**config.mk**
```make
export PLATFORM = sky130hd
export DESIGN_NAME = regfile_access_arbiter
export DESIGN_NICKNAME = d
export VERILOG_FILES = /design/src/rtl/regfile_access_arbiter_pkg.sv /design/src/rtl/regfile_access_arbiter_rr.sv /design/src/rtl/regfile_access_arbiter.sv
export SDC_FILE = /design/constraint.sdc
export NUM_CORES = 1
export LEC_CHECK = 0
export CAP_MARGIN = 0
export CORE_AREA = 2 2 89 91
export DETAILED_ROUTE_END_ITERATION = 6
export DIE_AREA = 0 0 91 93
export GPL_ROUTABILITY_DRIVEN = 0
export HOLD_SLACK_MARGIN = 0.02
export PLACE_DENSITY = 0.87
export SYNTH_ARGS = -nofsm -noshare
export SYNTH_HDL_FRONTEND = slang
export SYNTH_HIERARCHICAL = 1
export SYNTH_SLANG_ARGS = --single-unit
```
**constraint.sdc**
```tcl
create_clock -name clock -period 1.83 [get_ports clock]
set_input_delay 0.366 -clock clock [delete_from_list [all_inputs] [get_ports clock]]
set_output_delay 0.366 -clock clock [all_outputs]
set_load 0.01 [all_outputs]
```
**src/rtl/regfile_access_arbiter_pkg.sv**
```systemverilog
// Shared types and default widths for the register-file access arbiter.
package regfile_access_arbiter_pkg;

    localparam int unsigned DEF_DATA_W = 16;
    localparam int unsigned DEF_ADDR_W = 3;

    // Command sequencing states
    typedef enum logic [1:0] {
        ST_IDLE  = 2'd0,
        ST_ISSUE = 2'd1,
        ST_CAPT  = 2'd2,
        ST_RESP  = 2'd3
    } state_t;

endpackage

```
**src/rtl/regfile_access_arbiter_rr.sv**
```systemverilog
// Two-way round-robin selector: picks the only valid requester, or the one
// that did not win last time when both are valid.
module rr_arbiter_2 (
    input  logic [1:0] valid,
    input  logic       last_grant,
    output logic       sel_c,
    output logic       any_valid_c
);

    // Combinational grant selection
    always_comb begin
        any_valid_c = |valid;
        sel_c       = 1'b0;
        if (valid == 2'b11) begin
            sel_c = ~last_grant;
        end else if (valid[1]) begin
            sel_c = 1'b1;
        end
    end

endmodule

```
**src/rtl/regfile_access_arbiter.sv**
```systemverilog
// Shares a single-port 8x16 register file between two requesters; sequences
// each granted command and returns registered read data with a response strobe.
module regfile_access_arbiter
    import regfile_access_arbiter_pkg::*;
#(
    parameter int unsigned DATA_W = DEF_DATA_W,
    parameter int unsigned ADDR_W = DEF_ADDR_W
) (
    input  logic              clock,
    input  logic              reset_n,

    input  logic              req0_valid,
    output logic              req0_ready,
    input  logic              req0_wr,
    input  logic [ADDR_W-1:0] req0_rd_adrs,
    input  logic [ADDR_W-1:0] req0_ra_adrs,
    input  logic [ADDR_W-1:0] req0_rb_adrs,
    input  logic [DATA_W-1:0] req0_data,

    input  logic              req1_valid,
    output logic              req1_ready,
    input  logic              req1_wr,
    input  logic [ADDR_W-1:0] req1_rd_adrs,
    input  logic [ADDR_W-1:0] req1_ra_adrs,
    input  logic [ADDR_W-1:0] req1_rb_adrs,
    input  logic [DATA_W-1:0] req1_data,

    output logic              resp0_valid,
    output logic              resp1_valid,
    output logic [DATA_W-1:0] resp_ra,
    output logic [DATA_W-1:0] resp_rb,

    output logic              rf_enable,
    output logic              rf_wr_en,
    output logic [ADDR_W-1:0] rf_rd_adrs,
    output logic [ADDR_W-1:0] rf_ra_adrs,
    output logic [ADDR_W-1:0] rf_rb_adrs,
    output logic [DATA_W-1:0] rf_data_in,
    input  logic [DATA_W-1:0] rf_ra_out,
    input  logic [DATA_W-1:0] rf_rb_out
);

    state_t            state;
    logic              last_grant;
    logic              owner;
    logic              sel_c;
    logic              any_valid_c;

    logic              sel_wr_c;
    logic [ADDR_W-1:0] sel_rd_adrs_c;
    logic [ADDR_W-1:0] sel_ra_adrs_c;
    logic [ADDR_W-1:0] sel_rb_adrs_c;
    logic [DATA_W-1:0] sel_data_c;

    rr_arbiter_2 u_rr (
        .valid       ({req1_valid, req0_valid}),
        .last_grant  (last_grant),
        .sel_c       (sel_c),
        .any_valid_c (any_valid_c)
    );

    // Payload of the currently selected requester
    always_comb begin
        sel_wr_c      = req0_wr;
        sel_rd_adrs_c = req0_rd_adrs;
        sel_ra_adrs_c = req0_ra_adrs;
        sel_rb_adrs_c = req0_rb_adrs;
        sel_data_c    = req0_data;
        if (sel_c) begin
            sel_wr_c      = req1_wr;
            sel_rd_adrs_c = req1_rd_adrs;
            sel_ra_adrs_c = req1_ra_adrs;
            sel_rb_adrs_c = req1_rb_adrs;
            sel_data_c    = req1_data;
        end
    end

    // Ready follows valid combinationally, only in IDLE and never during reset
    assign req0_ready = reset_n & (state == ST_IDLE) & ~sel_c & req0_valid;
    assign req1_ready = reset_n & (state == ST_IDLE) &  sel_c & req1_valid;

    // Command FSM: accept, issue to the file, capture read data, strobe response
    always_ff @(posedge clock or negedge reset_n) begin
        if (!reset_n) begin
            state       <= ST_IDLE;
            last_grant  <= 1'b1;
            owner       <= 1'b0;
            rf_enable   <= 1'b0;
            rf_wr_en    <= 1'b0;
            rf_rd_adrs  <= '0;
            rf_ra_adrs  <= '0;
            rf_rb_adrs  <= '0;
            rf_data_in  <= '0;
            resp_ra     <= '0;
            resp_rb     <= '0;
            resp0_valid <= 1'b0;
            resp1_valid <= 1'b0;
        end else begin
            case (state)
                ST_IDLE: begin
                    if (any_valid_c) begin
                        rf_enable  <= 1'b1;
                        rf_wr_en   <= sel_wr_c;
                        rf_rd_adrs <= sel_rd_adrs_c;
                        rf_ra_adrs <= sel_ra_adrs_c;
                        rf_rb_adrs <= sel_rb_adrs_c;
                        rf_data_in <= sel_data_c;
                        owner      <= sel_c;
                        last_grant <= sel_c;
                        state      <= ST_ISSUE;
                    end
                end
                ST_ISSUE: begin
                    // Writes finish here; reads wait one cycle for file output
                    rf_enable <= 1'b0;
                    rf_wr_en  <= 1'b0;
                    state     <= rf_wr_en ? ST_IDLE : ST_CAPT;
                end
                ST_CAPT: begin
                    resp_ra     <= rf_ra_out;
                    resp_rb     <= rf_rb_out;
                    resp0_valid <= ~owner;
                    resp1_valid <= owner;
                    state       <= ST_RESP;
                end
                ST_RESP: begin
                    resp0_valid <= 1'b0;
                    resp1_valid <= 1'b0;
                    state       <= ST_IDLE;
                end
                default: begin
                    state <= ST_IDLE;
                end
            endcase
        end
    end

endmodule
```
==> metrics, run 1 <==
proportion of synthesized area in mux cells=0.09111; Final ANT Viol Nets=0; post-synth top area cell=dfrtp_1; PD cells=1629 mW/mm^2; share of cells above drive strength 1=0.1239; Slew Limit Headroom=0.4698; P_sw=0.002570 W; Layout Nets=519; final-report max-slew violation count=0; Avg WL per Cell=12.75 um; Synth Area in XOR/XNOR=0; Yosys Warn Count=6; Worst path max stage delay=0.56 ns; port bufs=150; DRC=0; register area share after synthesis=0.5671; cell area after layout=0.004679 mm^2; initial antenna violation count=0; Yosys top cell area share=0.5580; CP Max Fanout=3; Int Pwr=0.005054 W; final std cells w/o fill=538; total gr overflow=0; Initial DRC Count=54; Synth Area in Adders=0; Synth Flop Type=dfrtp_1; Hold Slack=0.2721 ns; insertion delay to the later sink of the worst-skew pair=0.33 ns; Synth Area in Compound Gates=0.09024; Critical Path RT=1.46 ns; die span in x=91 um; largest net degree at the start of global routing=66; Hold Vio Cnt, Final=0; Clock Root Buffer=clkbuf_8; Comb power frac=0.462; DP Cell Count=522; area of placed instances=0.004409 mm^2; via/cell ratio=4.455; DRT Pass-1 Iters=4; Yosys cell types=22; final wirelength=6862 um; Net Count, Synth=367; fmax=569.3 MHz; top-level I/O count=151; CP Buf/Inv Count=1; DP HPWL=5170 um; IR drop worst, VDD=0.6678 mV; crit path launch type=flop; Final min period=1.756 ns; # rows=32; RSZ-0062 raised after global routing=false; sequential cell fraction of total power=0.331; CTS H-Tree Depth=3; Clk pin slew, worst setup/hold paths=0.07 ns; cells after synthesis=279; Area growth, synth to finish=63.03%; Total GRT Usage=0.1684; clock buffer depth=2; Post-Syn Area=0.002870 mm^2; Die ar.=0.008463 mm^2; first-pass GRT wire length=11210 um; kind of cell adding the most delay to the critical path=flip-flops; Slowest-stage cell, CP=dfstp_2; Mean Syn Cell Area=10.29 um^2; Critical Path AT=1.39 ns; class of the tightest hold or removal check=in2async; Finish-stage setup viols=0; vias=2397; P_leak=2.113 nW; Clock power frac=0.207; Worst Setup End Kind=output pin; Sinks on Clock Net=65; Initial Util=0.3813; Sw Share=0.3371; crit-path cells=a21boi_4 > and4_1 > dlygate4sd2_1; die height=93 um; number of global-route vias before repair=2379; ranking of synthesized cells by area=dfrtp_1 56%, nand2_1 13%, mux2i_1 8.7%; largest family of logic cells by synthesized area=simple AND/OR/NAND/NOR gates; final cycle utilization of the critical path=0.9598; Core ar.=0.007527 mm^2; share of flip-flops with an asynchronous set or reset=1.000; Worst-Margin Slew=0.7953 ns; Synth Register Bits=65; Worst Skew=0.007374 ns; Simple-Gate Fraction of Synth Area=0.1857; Post-synth EDFFs=0; CTS tree=built; Post-Route Setup TNS=0 ns; ant diodes=0; Crit Path Class=reg2out; CTS buffer count=9; status=complete, no violations; Max-Cap Viols=0
[cells in the mapped netlist, types with 2 or more instances]
| library cell | number |
|---|---|
| nand2b_1 | 2 |
| buf_8 | 3 |
| o21ai_0 | 4 |
| mux2i_1 | 25 |
| a21oi_2 | 21 |
| a22o_1 | 2 |
| buf_4 | 5 |
| nand2_1 | 99 |
| nor2_1 | 28 |
| inv_1 | 3 |
| dfrtp_1 | 64 |
| a21oi_1 | 6 |
| buf_6 | 8 |
[layout make-up]
class	count	area [um^2]
clock buffer	9	123.9
multi-input combinational	194	1081
inverter	3	11.26
timing repair buffer	158	1564
sequential	65	1629
tap	102	127.6
clock inverter	7	142.6
fill	634	2848
[metrics by stage]
stage / total power, W / util / setup slack (ns)
after detailed placement: 0.006106 / 0.5858 / -0.3139
after floorplan: 0.004405 / - / 0.2577
final: 0.007624 / 0.6217 / 0.07356
after global routing: 0.008171 / 0.6217 / 0.009292
after CTS: 0.007732 / 0.6215 / 0.01123
after global placement: 0.005966 / 0.5858 / -0.2693
[cell usage in the layout, fill, tap and decap left out, types with 2 or more instances in the layout]
master           instances
clkinv_4                 2
nand2_1                 99
nand2b_1                 2
mux2i_1                 25
inv_1                    3
dfrtp_1                 63
a22o_1                   2
nor2_1                  27
a21oi_2                 21
a21oi_1                  6
clkdlybuf4s50_1        145
clkbuf_8                 9
bufinv_16                4
buf_4                    7
o21ai_0                  4
dlygate4sd2_1            2
[logic make-up (layout without fill, tap and decap cells)]
family,after synthesis,count (layout)
buffers and inverters,20,177
AOI/OAI and AO/OA,34,34
and+or+nand+nor,134,134
DFF,65,65
muxes,26,26
[worst paths after layout]
path,from,end,slack [ns],cells past startpoint
hold reg to reg,resp_rb[6],resp_rb[6],0.47,2
max in group asynchronous,reset_n,state[0],1.00,2
min in group clock,resp_rb[6],resp_rb[6],0.47,2
setup reg to reg,last_grant,rf_data_in[1],0.26,5
hold / removal,reset_n,resp1_valid,0.27,2
setup / recovery,last_grant,req1_ready,0.07,3
[state kept, by name, indices dropped and copies added, names as in the netlist, named ones only]
signal	flops
rf_rb_adrs	3
state	1
rf_data_in	16
rf_enable	1
resp_rb	16
last_grant	1
rf_rd_adrs	3
rf_wr_en	1
rf_ra_adrs	3
resp0_valid	1
resp1_valid	1
resp_ra	16
owner	1
[power groups by stage]
stage	combinational [W]	clock, W	sequential (W)
after floorplan	0.00158	0	0.00283
after global placement	0.00346	0	0.00251
after detailed placement	0.00356	0	0.00254
after CTS	0.00358	0.00163	0.00252
after global routing	0.00385	0.00170	0.00262
final	0.00352	0.00158	0.00253
[what timing repair did]
item | 4_1_cts | 5_1_grt
hold buffers | 0 | 0
endpoints found under the setup margin | 7 | 2
buffers inserted | 0 | 0
gates resized for setup | 5 | 4
[per-layer routing]
layer / up-vias / routed length, um / GRT usage
li1: 1203 / - / -
met1: 1068 / 2924 / 0.2040
met2: 117 / 3099 / 0.2630
met3: 9 / 750 / 0.08058
met4: 0 / 88 / 0.06061
met5: - / 0 / 0
Power figures use the tool's default switching activity.
==> inputs of run 2 (changes only) <==
ABC_CLOCK_PERIOD_IN_PS = 1830   (was unset)
==> results of run 2 <==
No change in the layout: final DEF, timing and power equal those of run 1.
